## config.mk

```make
export PLATFORM = sky130hd
export DESIGN_NAME = mux_channel_scanner
export DESIGN_NICKNAME = d
export VERILOG_FILES = /design/src/rtl/mux_scan_pkg.sv /design/src/rtl/settle_counter.sv /design/src/rtl/mux_channel_scanner.sv
export SDC_FILE = /design/constraint.sdc
export NUM_CORES = 1
export LEC_CHECK = 0
export CAP_MARGIN = 0
export CORE_ASPECT_RATIO = 1.5
export CORE_MARGIN = 4
export CORE_UTILIZATION = 40
export CTS_CLUSTER_DIAMETER = 120
export DETAILED_ROUTE_END_ITERATION = 7
export PLACE_DENSITY = 0.65
export SYNTH_ARGS = -nofsm -noshare
export SYNTH_HDL_FRONTEND = slang
export SYNTH_SLANG_ARGS = --single-unit
```

## constraint.sdc

```tcl
create_clock -name clk -period 1.9 [get_ports clk]
set_input_delay 0.38 -clock clk [delete_from_list [all_inputs] [get_ports clk]]
set_output_delay 0.38 -clock clk [all_outputs]
set_load 0.02 [all_outputs]
```

## src/rtl/mux_scan_pkg.sv

```systemverilog
// rtl/mux_scan_pkg.sv - shared types and defaults for the mux channel scanner
// Purpose: FSM state encoding, default geometry of the scanned 8:1 mux, and a
//          helper that sizes the settle counter.
// Ports:   none (package)
package mux_scan_pkg;

  localparam int WIDTH_DEF  = 8;
  localparam int NCH_DEF    = 8;
  localparam int SEL_W_DEF  = 3;
  localparam int SETTLE_DEF = 2;

  typedef enum logic [1:0] {
    ST_IDLE    = 2'd0,
    ST_SETTLE  = 2'd1,
    ST_CAPTURE = 2'd2,
    ST_HOLD    = 2'd3
  } scan_state_e;

  // Counter holds 0..SETTLE-1; keep at least one bit so SETTLE=1 still builds.
  function automatic int cnt_width(input int settle);
    int w;
    w = $clog2(settle);
    return (w < 1) ? 1 : w;
  endfunction

endpackage

```

## src/rtl/settle_counter.sv

```systemverilog
// rtl/settle_counter.sv - loadable down-counter timing the mux settle window
// Purpose: loaded with SETTLE-1 on every select change, decremented while the
//          scanner waits, flags zero when the mux output may be sampled.
// Ports:   clk, rst (sync, active high), load (reload SETTLE-1), dec (count
//          down, saturating at 0), zero (counter is 0).
module settle_counter
  import mux_scan_pkg::*;
#(
  parameter int SETTLE = SETTLE_DEF,
  parameter int CNT_W  = cnt_width(SETTLE)
) (
  input  logic clk,
  input  logic rst,
  input  logic load,
  input  logic dec,
  output logic zero
);

  localparam logic [CNT_W-1:0] LOAD_VAL = CNT_W'(SETTLE - 1);

  logic [CNT_W-1:0] cnt_q;
  logic [CNT_W-1:0] cnt_d;

  always_comb begin
    cnt_d = cnt_q;
    if (load) begin
      cnt_d = LOAD_VAL;
    end else if (dec && (cnt_q != '0)) begin
      cnt_d = cnt_q - CNT_W'(1);
    end
  end

  always_ff @(posedge clk) begin
    if (rst) begin
      cnt_q <= '0;
    end else begin
      cnt_q <= cnt_d;
    end
  end

  assign zero = (cnt_q == '0);

endmodule

```

## src/rtl/mux_channel_scanner.sv

```systemverilog
// rtl/mux_channel_scanner.sv - steps an 8:1 mux select and streams tagged samples
// Purpose: walks sel through channels 0..NCH-1, waits SETTLE cycles per channel,
//          captures mux_out and offers (smp_ch, smp_data) on a valid/ready port.
//          Runs one scan, or repeats scans until stop is seen.
// Ports:   clk, rst (sync, active high)
//          start, continuous, stop         - control
//          mux_out -> / sel <-             - mux connection
//          smp_data, smp_ch, smp_valid, smp_ready - sample stream
//          busy, done, scan_cnt            - status
module mux_channel_scanner
  import mux_scan_pkg::*;
#(
  parameter int WIDTH  = WIDTH_DEF,
  parameter int NCH    = NCH_DEF,
  parameter int SEL_W  = SEL_W_DEF,
  parameter int SETTLE = SETTLE_DEF
) (
  input  logic             clk,
  input  logic             rst,
  input  logic             start,
  input  logic             continuous,
  input  logic             stop,
  input  logic [WIDTH-1:0] mux_out,
  output logic [SEL_W-1:0] sel,
  output logic [WIDTH-1:0] smp_data,
  output logic [SEL_W-1:0] smp_ch,
  output logic             smp_valid,
  input  logic             smp_ready,
  output logic             busy,
  output logic             done,
  output logic [7:0]       scan_cnt
);

  localparam logic [SEL_W-1:0] LAST_CH = SEL_W'(NCH - 1);

  scan_state_e      state_q,     state_d;
  logic [SEL_W-1:0] sel_q,       sel_d;
  logic [WIDTH-1:0] smp_data_q,  smp_data_d;
  logic [SEL_W-1:0] smp_ch_q,    smp_ch_d;
  logic             smp_valid_q, smp_valid_d;
  logic             busy_q,      busy_d;
  logic             done_q,      done_d;
  logic [7:0]       scan_cnt_q,  scan_cnt_d;
  logic             cont_q,      cont_d;
  logic             stop_q,      stop_d;

  logic cnt_load;
  logic cnt_dec;
  logic cnt_zero;

  settle_counter #(
    .SETTLE (SETTLE)
  ) u_settle (
    .clk  (clk),
    .rst  (rst),
    .load (cnt_load),
    .dec  (cnt_dec),
    .zero (cnt_zero)
  );

  always_comb begin
    state_d     = state_q;
    sel_d       = sel_q;
    smp_data_d  = smp_data_q;
    smp_ch_d    = smp_ch_q;
    smp_valid_d = smp_valid_q;
    scan_cnt_d  = scan_cnt_q;
    cont_d      = cont_q;
    done_d      = 1'b0;
    cnt_load    = 1'b0;
    cnt_dec     = 1'b0;
    // stop only sticks while a scan is running; in IDLE it is ignored.
    stop_d      = stop_q | (busy_q & stop);

    case (state_q)
      ST_IDLE: begin
        if (start) begin
          state_d  = ST_SETTLE;
          sel_d    = '0;
          cont_d   = continuous;
          cnt_load = 1'b1;
        end
      end

      ST_SETTLE: begin
        if (cnt_zero) begin
          state_d = ST_CAPTURE;
        end else begin
          cnt_dec = 1'b1;
        end
      end

      ST_CAPTURE: begin
        smp_data_d  = mux_out;
        smp_ch_d    = sel_q;
        smp_valid_d = 1'b1;
        state_d     = ST_HOLD;
      end

      ST_HOLD: begin
        // sel only moves on the handshake, so the mux stays put while the
        // consumer back-pressures.
        if (smp_valid_q && smp_ready) begin
          smp_valid_d = 1'b0;
          if (sel_q != LAST_CH) begin
            sel_d    = sel_q + SEL_W'(1);
            cnt_load = 1'b1;
            state_d  = ST_SETTLE;
          end else begin
            sel_d      = '0;
            scan_cnt_d = scan_cnt_q + 8'd1;
            if (cont_q && !stop_q) begin
              cnt_load = 1'b1;
              state_d  = ST_SETTLE;
            end else begin
              state_d = ST_IDLE;
              done_d  = 1'b1;
              cont_d  = 1'b0;
              stop_d  = 1'b0;
            end
          end
        end
      end

      default: begin
        state_d = ST_IDLE;
      end
    endcase

    busy_d = (state_d != ST_IDLE);
  end

  always_ff @(posedge clk) begin
    if (rst) begin
      state_q     <= ST_IDLE;
      sel_q       <= '0;
      smp_data_q  <= '0;
      smp_ch_q    <= '0;
      smp_valid_q <= 1'b0;
      busy_q      <= 1'b0;
      done_q      <= 1'b0;
      scan_cnt_q  <= 8'd0;
      cont_q      <= 1'b0;
      stop_q      <= 1'b0;
    end else begin
      state_q     <= state_d;
      sel_q       <= sel_d;
      smp_data_q  <= smp_data_d;
      smp_ch_q    <= smp_ch_d;
      smp_valid_q <= smp_valid_d;
      busy_q      <= busy_d;
      done_q      <= done_d;
      scan_cnt_q  <= scan_cnt_d;
      cont_q      <= cont_d;
      stop_q      <= stop_d;
    end
  end

  assign sel       = sel_q;
  assign smp_data  = smp_data_q;
  assign smp_ch    = smp_ch_q;
  assign smp_valid = smp_valid_q;
  assign busy      = busy_q;
  assign done      = done_q;
  assign scan_cnt  = scan_cnt_q;

endmodule

```

==> flow_summary_export.csv <==
group,metric,value,unit
yosys,synthesis.nets,165,
finish,mostFrequentLayoutCells,"38 x clkdlybuf4s50_1, 30 x dfxtp_1, 23 x nor2_1",
finish,diodes,0,
finish,area.growth.synth_to_final,38.5,%
worst_setup_path,endpoint_kind,"output port",
yosys,seq_area_frac_synth,44.2,%
worst_setup_path,path_delay_family,"buffers and inverters",
sta,clock_skew,0.00321,ns
yosys,yosys_warnings,0,
detailed_routing,drt_first_iter_violations,25,
pwr,switching_share,31.4,%
finish,drive_gt1_share,9.63,%
pwr,p_comb_share,31.9,%
clock_tree,clk_pin_slew,0.06,ns
job,cap_violations,0,
floorplanning,die_area,4420,um2
status,outcome,"finished, final reports clean",
global_routing,grt.met3_usage,3.40,%
global_routing,grt-busiest-layer,"met2",
clock_tree,postCtsHoldBufs,0,
pwr,vdd_drop_max,0.000586,V
worst_setup_path,critical_path_class,"flop to output port",
floorplanning,die_h,79.4,um
yosys,syn-cell-area,1360,um2
worst_setup_path,path_depth,1,
floorplanning,io_pins,39,
sta,tightest_slew,0.297,ns
yosys,synth-seq-cells,30,
yosys,syn_area_per_cell,9.51,um2
floorplanning,coreArea,3220,um2
pwr,p_leak,0.719,nW
finish,layout_commonest_cell,"clkdlybuf4s50_1",
sta,fin_setup_tns,0,ns
worst_setup_path,critPathRequiredTime,1.52,ns
placed_design,postPlaceCellArea,1790,um2
pwr,switchingPower,0.600,mW
worst_setup_path,ff2ff_path_depth,5,
worst_setup_path,cp.arrival,1.41,ns
worst_setup_path,crit_path_max_incr_delay,0.67,ns
global_routing,grt_overflow,0,
worst_setup_path,crit_start,"smp_valid",
sta,fin_crit_sh,94.0,%
worst_setup_path,cp_slowest_cell,"clkdlybuf4s50_1",
pwr,p_clk_share,26.6,%
yosys,synthArstFlopShare,0,%
placed_design,post-place-ws,0.0192,ns
worst_setup_path,reg2reg_to,"busy",
worst_setup_path,reg2reg_from,"state_q[1]",
clock_tree,cts_root_buf,"clkbuf_8",
global_routing,use_met1,14.6,%
detailed_routing,final_antenna_net_count,0,
placed_design,dp_hpwl,2480,um
placed_design,place.gp.congestion,0.806,
pwr,powerDensity,1020,nW/um2
worst_setup_path,crit_path_end,"smp_valid",
finish,layoutNonFillerInstCount,227,
worst_setup_path,critPathMaxFanout,6,
sta,min_period,1.79,ns
finish,stdcell_area,1880,um2
clock_tree,cts_resized,0,
worst_setup_path,crit_chain,"clkdlybuf4s50_1",
floorplanning,die_w,55.6,um
sta,fmax,0.560,GHz
detailed_routing,drt_wl_total,3150,um
sta,setup_viol,0,
finish,final_nets,208,
detailed_routing,detail_route.wl_per_cell,13.9,um
yosys,syn_inst,143,
clock_tree,cts_tree,"done",
min_path,min_path_type,"flop to flop",
yosys,synth-edff-count,0,
clock_tree,ctsHtreeMaxLevel,2,
detailed_routing,via_per_inst,5.09,
global_routing,grt_start_max_net_pins,17,
detailed_routing,dr.pass1.iters,4,
sta,setup_slack,0.115,ns
sta,rsz0062_at_grt,"false",
sta,maxSlewViolCount,0,
yosys,synth-main-ff-cell,"dfxtp_1",
global_routing,track_usage,15.1,%
sta,hold_viol_final,0,
clock_tree,cts_sinks,30,
placed_design,numPortBuffers,38,
clock_tree,clock_latency,0.27,ns
global_routing,antenna_found_initial,0,
pwr,pwr-share-seq,41.5,%
floorplanning,rows,25,
worst_setup_path,rrSetupSlack,0.19,ns
clock_tree,clk_path_buf_depth,2,
yosys,synth_cell_types,39,
sta,slew_headroom,79.7,%
detailed_routing,drc,0,
clock_tree,postCtsSetupBuffers,0,
pwr,intPower,1.31,mW
placed_design,place_inst,219,
detailed_routing,vias,1156,
pwr,p_total,1.91,mW
worst_setup_path,cp-start-kind,"flop",
global_routing,grt_pass1_vias,1170,
global_routing,grt_pass1_wl,5300,um
global_routing,grtUsageMet2,30.1,%
clock_tree,cts_made_buffers,5,
floorplanning,start_util,42.2,%
worst_setup_path,cp_num_buf_inv,1,
[layout make-up]
cell class	count	area [um2]
clock buffer	7	86.3
clock inverter	1	5.00
fill	292	1340
inverter	4	15.0
multi-input combinational	102	708
sequential	30	601
tap	40	50.0
timing repair buffer	43	418
[through the flow]
step                      hold WS (ns)  utilization [%]
after global routing             0.492             58.4
final                            0.474             58.4
after CTS                        0.477             58.4
after global placement           0.458             55.5
after floorplan                  0.444                -
after detailed placement         0.466             55.5
[power groups by stage]
stage               combinational, mW  sequential [mW]  clock (mW)
finish                          0.610            0.794       0.508
global route                    0.663            0.804       0.555
CTS                             0.615            0.794       0.525
detailed placement              0.612            0.808           0
floorplan                       0.311            0.866           0
global placement                0.591            0.800           0
[Yosys cell counts, drive strengths merged (2+ instances only)]
library cell  number  share of area (%)
nand4              5                3.4
a21oi             10                3.7
o31ai              2                1.1
nand3              2               0.74
o22ai              2               0.92
dfxtp             30                 44
mux2i             13                9.6
nand2              7                1.9
a21boi             2                1.4
o21ai              2               0.74
xnor2              2                1.3
clkbuf             3               0.83
buf                4                2.0
ha                 8                7.4
inv                4                1.1
xor2               4                2.6
nand2b             4                1.8
and2               2                1.0
nor2              23                6.3
[layer usage]
metal,vias to the layer above,part of all wire [%]
met4,0,1.2
li1,580,-
met2,28,56
met3,7,4.4
met5,-,0
met1,541,38
[worst min-delay path by stage]
stage | end | cells past startpoint | from
final | cont_q | 2 | cont_q
after floorplan | cont_q | 2 | cont_q
after detailed placement | cont_q | 2 | cont_q
after CTS | cont_q | 2 | cont_q
after global routing | cont_q | 2 | cont_q
after global placement | cont_q | 2 | cont_q
[registers in the layout (all words and copies together) (netlist names)]
register,cells
cont_q,1
smp_data,8
smp_valid,1
done,1
scan_cnt,8
busy,1
u_settle.cnt_q,1
sel,3
stop_q,1
state_q,2
smp_ch,3
[kinds of logic (layout without fill, tap and decap cells)]
logic type	Yosys count	in the layout	share of synthesized area, %
and+or+nand+nor	52	52	20.2
DFF	30	30	44.2
AOI/OAI and AO/OA	23	23	10.9
muxes	13	13	9.57
buffers and inverters	11	55	3.95
adders and majority gates	8	8	7.36
xor gates and xnor gates	6	6	3.86
Note: power is estimated with default switching activity, not from simulation.
